`src/rtl/peripheral_share_pkg.sv`:
```
// Shared types and helpers for the parent-resource sharing block.
// Imported by the per-child handshake FSM and by the top level.
package peripheral_share_pkg;

  typedef enum logic [2:0] {IDLE, WAKE, ON, HOLD, SLEEP} parent_state_t;
  typedef enum logic [1:0] {SILENT, STARTING, READY, STOPPING} child_state_t;

  // Width of the hold counter; never narrower than one bit.
  function automatic int hold_count_width(input int hold_cycles);
    int w;
    w = $clog2(hold_cycles + 1);
    return (w < 1) ? 1 : w;
  endfunction

  // One-hot status vector ordered {stopping, ready, starting, silent}.
  function automatic logic [3:0] child_status(input child_state_t s);
    return 4'b0001 << s;
  endfunction

endpackage

```
`src/rtl/peripheral_share_child.sv`:
```
// Per-consumer handshake FSM: turns a level request plus the shared
// parent status into a one-hot silent/starting/ready/stopping view.
module peripheral_share_child
  import peripheral_share_pkg::*;
(
  input  logic clock,
  input  logic async_resetn,
  input  logic request,
  input  logic parent_up,
  output logic silent,
  output logic starting,
  output logic ready,
  output logic stopping,
  output logic active
);

  child_state_t state;
  logic [3:0]   status;

  // Losing the parent while READY demotes the child back to STARTING.
  always_ff @(posedge clock or negedge async_resetn) begin
    if (!async_resetn) begin
      state  <= SILENT;
      status <= child_status(SILENT);
    end else begin
      case (state)
        SILENT: begin
          if (request) begin
            state  <= STARTING;
            status <= child_status(STARTING);
          end
        end
        STARTING: begin
          if (!request) begin
            state  <= STOPPING;
            status <= child_status(STOPPING);
          end else if (parent_up) begin
            state  <= READY;
            status <= child_status(READY);
          end
        end
        READY: begin
          if (!request) begin
            state  <= STOPPING;
            status <= child_status(STOPPING);
          end else if (!parent_up) begin
            state  <= STARTING;
            status <= child_status(STARTING);
          end
        end
        STOPPING: begin
          state  <= SILENT;
          status <= child_status(SILENT);
        end
        default: begin
          state  <= SILENT;
          status <= child_status(SILENT);
        end
      endcase
    end
  end

  assign {stopping, ready, starting, silent} = status;
  assign active = starting | ready;

endmodule

```
`src/rtl/peripheral_share_parent.sv`:
```
// Shares one upstream clock/power provider between NUM_CHILD consumers,
// holding the upstream request for HOLD_CYCLES after the last one leaves.
module peripheral_share_parent
  import peripheral_share_pkg::*;
#(
  parameter int NUM_CHILD   = 4,
  parameter int HOLD_CYCLES = 16
) (
  input  logic                 clock,
  input  logic                 async_resetn,
  input  logic [NUM_CHILD-1:0] child_request,
  output logic [NUM_CHILD-1:0] child_ready,
  output logic [NUM_CHILD-1:0] child_silent,
  output logic [NUM_CHILD-1:0] child_starting,
  output logic [NUM_CHILD-1:0] child_stopping,
  output logic                 parent_request,
  input  logic                 parent_ready,
  input  logic                 parent_silent,
  input  logic                 parent_starting,
  input  logic                 parent_stopping,
  output logic                 fault
);

  localparam int CW = hold_count_width(HOLD_CYCLES);
  localparam logic [CW-1:0] HOLD_LOAD = (HOLD_CYCLES > 0) ? CW'(HOLD_CYCLES - 1) : '0;

  parent_state_t        state;
  logic [CW-1:0]        hold_count;
  logic [NUM_CHILD-1:0] child_active;
  logic                 any_request;
  logic                 any_active;
  logic                 parent_up;
  logic                 unused_status;

  assign any_request   = |child_request;
  assign any_active    = |child_active;
  assign unused_status = parent_starting ^ parent_stopping;

  // WAKE counts as up so a child goes ready the cycle after parent_ready
  // is first seen, in step with the parent FSM entering ON.
  assign parent_up = parent_ready && (state == WAKE || state == ON || state == HOLD);

  for (genvar i = 0; i < NUM_CHILD; i++) begin : g_child
    peripheral_share_child u_child (
      .clock        (clock),
      .async_resetn (async_resetn),
      .request      (child_request[i]),
      .parent_up    (parent_up),
      .silent       (child_silent[i]),
      .starting     (child_starting[i]),
      .ready        (child_ready[i]),
      .stopping     (child_stopping[i]),
      .active       (child_active[i])
    );
  end

  always_ff @(posedge clock or negedge async_resetn) begin
    if (!async_resetn) begin
      state          <= IDLE;
      parent_request <= 1'b0;
      fault          <= 1'b0;
      hold_count     <= '0;
    end else begin
      case (state)
        IDLE: begin
          if (any_request) begin
            state          <= WAKE;
            parent_request <= 1'b1;
          end
        end
        WAKE: begin
          if (parent_ready) begin
            state <= ON;
          end
        end
        ON: begin
          if (!parent_ready) begin
            state <= WAKE;
            fault <= 1'b1;
          end else if (!any_active) begin
            if (HOLD_CYCLES == 0) begin
              state          <= SLEEP;
              parent_request <= 1'b0;
            end else begin
              state      <= HOLD;
              hold_count <= HOLD_LOAD;
            end
          end
        end
        HOLD: begin
          // A request arriving as the count expires still wins.
          if (!parent_ready) begin
            state      <= WAKE;
            fault      <= 1'b1;
            hold_count <= '0;
          end else if (any_request) begin
            state      <= ON;
            hold_count <= '0;
          end else if (hold_count == '0) begin
            state          <= SLEEP;
            parent_request <= 1'b0;
          end else begin
            hold_count <= hold_count - CW'(1);
          end
        end
        SLEEP: begin
          // Never re-request until the provider has actually gone silent.
          if (parent_silent) begin
            if (any_request) begin
              state          <= WAKE;
              parent_request <= 1'b1;
            end else begin
              state <= IDLE;
            end
          end
        end
        default: begin
          state          <= IDLE;
          parent_request <= 1'b0;
        end
      endcase
    end
  end

endmodule

```
`config.mk`:
```
export PLATFORM = sky130hd
export DESIGN_NAME = peripheral_share_parent
export DESIGN_NICKNAME = d
export VERILOG_FILES = /design/src/rtl/peripheral_share_pkg.sv /design/src/rtl/peripheral_share_child.sv /design/src/rtl/peripheral_share_parent.sv
export SDC_FILE = /design/constraint.sdc
export NUM_CORES = 1
export LEC_CHECK = 0
export BUFFER_PORTS_ARGS = -buffer_cell sky130_fd_sc_hd__buf_2
export CORE_AREA = 2 2 86 88
export CTS_BUF_LIST = sky130_fd_sc_hd__clkbuf_8
export CTS_CLUSTER_SIZE = 12
export DETAILED_ROUTE_END_ITERATION = 8
export DIE_AREA = 0 0 88 90
export GPL_TIMING_DRIVEN = 0
export SYNTH_ARGS = -nofsm -noshare
export SYNTH_HDL_FRONTEND = slang
export SYNTH_HIERARCHICAL = 1
export SYNTH_SLANG_ARGS = --single-unit
```
`constraint.sdc`:
```
create_clock -name clock -period 6.72 [get_ports clock]
set_input_delay 1.008 -clock clock [delete_from_list [all_inputs] [get_ports clock]]
set_output_delay 1.008 -clock clock [all_outputs]
set_load 0.01 [all_outputs]
```
==> results of run 1 <==
-- worst max-delay path, delay by kind of cell --
kind	cells	cell delay, ps
compound gates	2	510
buf+inv	1	120
simple gates	3	880
-- cells in the mapped netlist, types with 4 or more instances --
cell / instances / area [um^2]
clkbuf_1: 4 / 15.0
nor2b_4: 4 / 55.1
inv_1: 5 / 18.8
nor3_1: 6 / 30.0
a221o_1: 4 / 40.0
nor3b_1: 4 / 30.0
dfstp_2: 4 / 105
a211oi_1: 5 / 37.5
nand2b_1: 18 / 113
nor2_1: 26 / 97.6
dfrtp_1: 30 / 751
a21oi_1: 13 / 65.1
or2_2: 4 / 25.0
buf_2: 5 / 25.0
and2b_1: 4 / 30.0
a2bb2oi_1: 4 / 35.0
nor2b_1: 4 / 25.0
a22o_1: 4 / 35.0
a211o_1: 5 / 43.8
and2_0: 4 / 25.0
nand2_1: 10 / 37.5
buf_6: 5 / 56.3
o22ai_1: 8 / 50.1
o211a_1: 4 / 40.0
a21boi_0: 5 / 37.5
-- per-layer routing --
metal / track usage / vias to the layer above / wire [um]
met5: 0 / - / 0
met4: 0.0308 / 0 / 19
met3: 0.0340 / 2 / 140
met2: 0.184 / 25 / 2110
met1: 0.173 / 808 / 2160
li1: - / 853 / -
-- sequential cells by signal (all words and copies together) (netlist names) --
signal / count
fault: 1
g_child.u_child/state: 8
g_child.u_child/status: 16
hold_count: 5
parent_request: 1
state: 3
-- final timing paths --
path / slack [ps] / start / to
max: 4390 / parent_ready / g_child[0].u_child/status[0]$_DFFE_PN1P_
min in group asynchronous: 790 / async_resetn / g_child[1].u_child/state[0]$_DFFE_PN0P_
max reg2reg: 4660 / state[2]$_DFFE_PN0P_ / g_child[0].u_child/status[0]$_DFFE_PN1P_
min reg2reg: 480 / fault$_DFFE_PN0P_ / fault$_DFFE_PN0P_
min: 480 / fault$_DFFE_PN0P_ / fault$_DFFE_PN0P_
max in group asynchronous: 5430 / async_resetn / hold_count[1]$_DFFE_PN0P_
-- metrics by stage --
stage                     hold slack, ps  worst slack [ps]  utilization  total power, mW  cell area [um^2]
final                                482              4390        0.343             1.01              2410
after global routing                 502              4260        0.343             1.11              2410
after CTS                            483              4400        0.343             1.03              2410
after detailed placement             462              4090        0.331            0.870              2320
after global placement               453              2930        0.330            0.860              2310
after floorplan                      473              3710            -            0.738              2070
-- power breakdown --
part / internal [mW] / switching (mW)
sequential: 0.291 / 0.0614
combinational: 0.241 / 0.269
clock: 0.0716 / 0.0787
total: 0.604 / 0.409
-- area by class of cell --
type                            count  area (um^2)
Tap cell                           99          124
Clock inverter                      3         17.5
Clock buffer                        5         68.8
Multi-Input combinational cell    164         1100
Fill cell                         714         4610
Buffer                             15          101
Timing Repair Buffer               25          125
Inverter                            5         18.8
Sequential cell                    34          856
-- cell families after synthesis --
kind of cell	after synthesis	synth area share
AOI/OAI and AO/OA	67	0.243
muxes	1	0.00545
DFF	34	0.414
and+or+nand+nor	95	0.273
adders and majority gates	1	0.00606
buffers and inverters	20	0.0581
==> summary.md, run 1 <==
| Metric | Value |
|---|---|
| Via/cell ratio | `4.82` |
| Worst skew pair latency | `290 ps` |
| Number of CTS-inserted buffers | `5` |
| DRT Pass-1 Iters | `6` |
| Clock Path Buffers | `2` |
| Hold depth | `1` |
| Status | `finished, final reports clean` |
| Global-route wire length before repair | `7690 um` |
| Async SR Flop Fraction | `1.00` |
| GRT overflow | `0` |
| Sequential-to-total area share from yosys stat | `0.414` |
| Leakage | `1.10 nW` |
| Avg Inst Size Synth | `9.48 um^2` |
| Largest net degree at the start of global routing | `38` |
| Post-cts sizing count | `0` |
| Initial Util | `0.294` |
| CTS hold repair buffers | `0` |
| Critical path peak fanout | `37` |
| CP startpoint kind | `input port` |
| CTS Sinks | `34` |
| Max-slew violations | `0` |
| Slew headroom | `0.440` |
| Non-Filler Instances | `350` |
| Core Rows | `31` |
| Port buffer count | `25` |
| P&R area growth vs syn | `16.6%` |
| Crit path kind | `input port to flop` |
| Tot GR Track Use | `0.122` |
| CTS tree | `done` |
| Die Y | `90 um` |
| Worst slew pin tran | `837 ps` |
| Commonest non-fill, non-tap cells in the layout | `buf_2 (30), dfrtp_1 (30), nor2_1 (25)` |
| Mapped Cells | `218` |
| Inserted Diodes | `0` |
| Final setup viols | `0` |
| Fin. Hold Viols | `0` |
| Syn nets | `229` |
| Clock-pin slew on the worst setup and hold paths | `80 ps` |
| Worst path slowest cell | `nor2_4` |
| Max_cap viols | `0` |
| Drt drc | `0` |
| Total number of yosys warnings | `6` |
| NumNets Final | `261` |
| Period utilization | `0.346` |
| PwrDens | `421 nW/um^2` |
| Final TNS setup | `0 ps` |
| Number of enable flip-flop cells after synthesis | `0` |
| FF-to-FF path depth | `6` |
| WL final | `4430 um` |
| Final min period | `2330 ps` |
| WL/cell | `12.7 um` |
| Crit path DAT | `2540 ps` |
| Clock skew | `9.34 ps` |
| Gpl congestion | `0.773` |
| Crit-path max cell delay | `670 ps` |
| Final ANT Viol Nets | `0` |
| Highest clock rate | `430 MHz` |
| Root buffer cell | `clkbuf_8` |
| Peak VDD IR | `113 uV` |
| H-tree lvl count | `2` |
| Core footprint | `7020 um^2` |
| Die X | `88 um` |
| Die area | `7920 um^2` |
| Post-synth top flop | `dfrtp_1` |
| Required time worst endpoint | `6930 ps` |
| Post-Place Cells | `342` |
| Num ports | `28` |
| Cell area after synthesis | `2070 um^2` |
| DR vias | `1688` |
| Share of layout cells above drive strength 1 | `0.247` |
| RSZ-0062 raised after global routing | `no` |
| Vias in the first global route | `1582` |
| Postcts setup bufs | `0` |
| Hpwl dp | `3070 um` |
| Critical path cell sequence | `buf_2, nand2b_1, nor2_4, nor2b_4, o211a_1, a221o_1` |
| Initial antenna violation count | `0` |
| FF+latch count, synth | `34` |
| Worst min path class | `flop to flop` |
| Worst setup EP type | `flop` |
| DR iter-0 viols | `52` |
| Number of distinct standard cells referenced by the synthesized netlist | `47` |
Power figures use the tool's default switching activity.
==> run 2: changes to the inputs <==
- clock period: 6.72 -> 2.4 ns (I/O delays scaled with it)
==> summary.md, run 2 (same netlist as run 1, synthesis figures left out) <==
| Metric | Value |
|---|---|
| Crit path DAT | `2320 ps (-220 ps)` |
| Postcts setup bufs | `0 (unchanged)` |
| Status | `finished, final reports clean` |
| Final worst slack | `289 ps (-4100 ps)` |
| WL final | `4510 um (+1.9%)` |
| Via/cell ratio | `4.86 (+0.77%)` |
| Die X | `88 um (unchanged)` |
| Global-route wire length before repair | `7390 um (-4.0%)` |
| RSZ-0062 raised after global routing | `no` |
| Port buffer count | `25 (unchanged)` |
| Multi-input gate area | `1100 um^2 (unchanged)` |
| Number of CTS-inserted buffers | `5 (unchanged)` |
| Slew headroom | `0.417 (-0.0236)` |
| Vias in the first global route | `1522 (-3.8%)` |
| CP startpoint kind | `flop` |
| PwrDens | `1190 nW/um^2 (+180%)` |
| NumNets Final | `261 (unchanged)` |
| Root buffer cell | `clkbuf_8` |
| Leakage | `1.09 nW (-0.19%)` |
| Peak VDD IR | `292 uV (+160%)` |
| Filler cell count | `726 (+1.7%)` |
| Largest net degree at the start of global routing | `38 (unchanged)` |
| Final setup viols | `0 (unchanged)` |
| Non-Filler Instances | `350 (unchanged)` |
| Clock Path Buffers | `2 (unchanged)` |
| Worst slew pin tran | `873 ps (+35.4 ps)` |
| Worst path slowest cell | `nor2_4` |
| Num ports | `28 (unchanged)` |
| Worst min path class | `input port to asynchronous set/reset pin` |
| Gpl congestion | `0.774 (+0.23%)` |
| Max reg flops | `16 (unchanged)` |
| Final min period | `2110 ps` |
| Post-Place Setup Slack | `309 ps (-3780 ps)` |
| Fin. Hold Viols | `0 (unchanged)` |
| Tot GR Track Use | `0.118 (-0.00384)` |
| Max-slew violations | `0 (unchanged)` |
| DRT Pass-1 Iters | `4 (-2)` |
| CTS tree | `done` |
| DP Area | `2320 um^2 (unchanged)` |
| Clock skew | `6.76 ps (-2.59 ps)` |
| H-tree lvl count | `2 (unchanged)` |
| Initial antenna violation count | `0 (unchanged)` |
| Share of layout cells above drive strength 1 | `0.251 (+0.00398)` |
| Highest clock rate | `474 MHz` |
| Critical path cell sequence | `buf_6, nand2b_1, nor2_4, nor2b_4, o211a_1, a221o_1` |
| Total chip power | `2.89 mW (+180%)` |
| Post-cts sizing count | `0 (unchanged)` |
| GRT overflow | `0 (unchanged)` |
| Crit-path max cell delay | `700 ps (+30 ps)` |
| Most flop-heavy register | `g_child.u_child/status` |
| Inserted Diodes | `0 (unchanged)` |
| Required time worst endpoint | `2610 ps (-4320 ps)` |
| Worst skew pair latency | `290 ps (about the same)` |
| P&R area growth vs syn | `17.0%` |
| Critical path peak fanout | `37 (unchanged)` |
| Max_cap viols | `0 (unchanged)` |
| Final Instance Area | `2420 um^2 (+0.36%)` |
| Largest registers | `g_child.u_child/status (16), g_child.u_child/state (8), hold_count (5)` |
| Worst setup EP type | `flop` |
| Core Rows | `31 (unchanged)` |
| Register Area | `856 um^2 (unchanged)` |
| Crit path kind | `flop to flop` |
| Commonest non-fill, non-tap cells in the layout | `buf_2 (30), dfrtp_1 (30), nor2_1 (25)` |
| Die area | `7920 um^2 (unchanged)` |
| Drt drc | `0 (unchanged)` |
| Clock-pin slew on the worst setup and hold paths | `80 ps (about the same)` |
| Core footprint | `7020 um^2 (unchanged)` |
| Initial Util | `0.294 (unchanged)` |
| CTS hold repair buffers | `0 (unchanged)` |
| Final ANT Viol Nets | `0 (unchanged)` |
| Die Y | `90 um (unchanged)` |
| Post-Place Cells | `342 (unchanged)` |
| DR vias | `1701 (+0.77%)` |
| DR iter-0 viols | `71 (+37%)` |
| Period utilization | `0.880` |
| Hpwl dp | `3040 um (-0.98%)` |
| WL/cell | `12.9 um (+1.9%)` |
| CTS Sinks | `34 (unchanged)` |
==> run 2: layout make-up <==
class / count / share of cell area
multi-input combinational: 164 / 0.454
sequential: 34 / 0.354
timing repair buffer: 25 / 0.0518
tap: 99 / 0.0512
buffer: 15 / 0.0419
clock buffer: 6 / 0.0342
inverter: 5 / 0.00776
clock inverter: 2 / 0.00518
==> run 2: routing by layer <==
metal  vias to the layer above  wire length [um]  GRT usage
li1                        861                 -          -
met1                       803              2190      0.164
met2                        29              2060      0.175
met3                         8               186     0.0349
met4                         0                79     0.0410
met5                         -                 0          0
==> run 2: worst paths after layout <==
check	cells after the start	slack, ps	start	endpoint
min reg2reg	1	480	fault$_DFFE_PN0P_	fault$_DFFE_PN0P_
max	6	290	state[2]$_DFFE_PN0P_	g_child[3].u_child/status[0]$_DFFE_PN1P_
max reg2reg	6	290	state[2]$_DFFE_PN0P_	g_child[3].u_child/status[0]$_DFFE_PN1P_
min in group clock	3	390	parent_silent	state[2]$_DFFE_PN0P_
min	1	140	async_resetn	g_child[1].u_child/status[2]$_DFFE_PN0P_
max in group asynchronous	1	1760	async_resetn	hold_count[1]$_DFFE_PN0P_
==> run 2: worst max-delay path: cells and delay by family (launching register included) <==
kind                   cells  cell delay, ps
buffers and inverters      1             130
and+or+nand+nor            3            1000
DFF                        1             370
AOI/OAI and AO/OA          2             510
==> run 2: power by group <==
group / total [mW] / switching (mW) / leakage [nW] / internal (mW)
logic: 1.45 / 0.769 / 0.638 / 0.677
registers: 0.984 / 0.169 / 0.409 / 0.815
clock network: 0.457 / 0.226 / 0.0472 / 0.231
==> run 2: metrics by stage <==
step	setup TNS, ps	hold WS, ps	util
final	0	141	0.344
after floorplan	0	64.4	-
after detailed placement	0	464	0.331
after CTS	0	177	0.344
after global routing	0	213	0.344
after global placement	-838	453	0.330
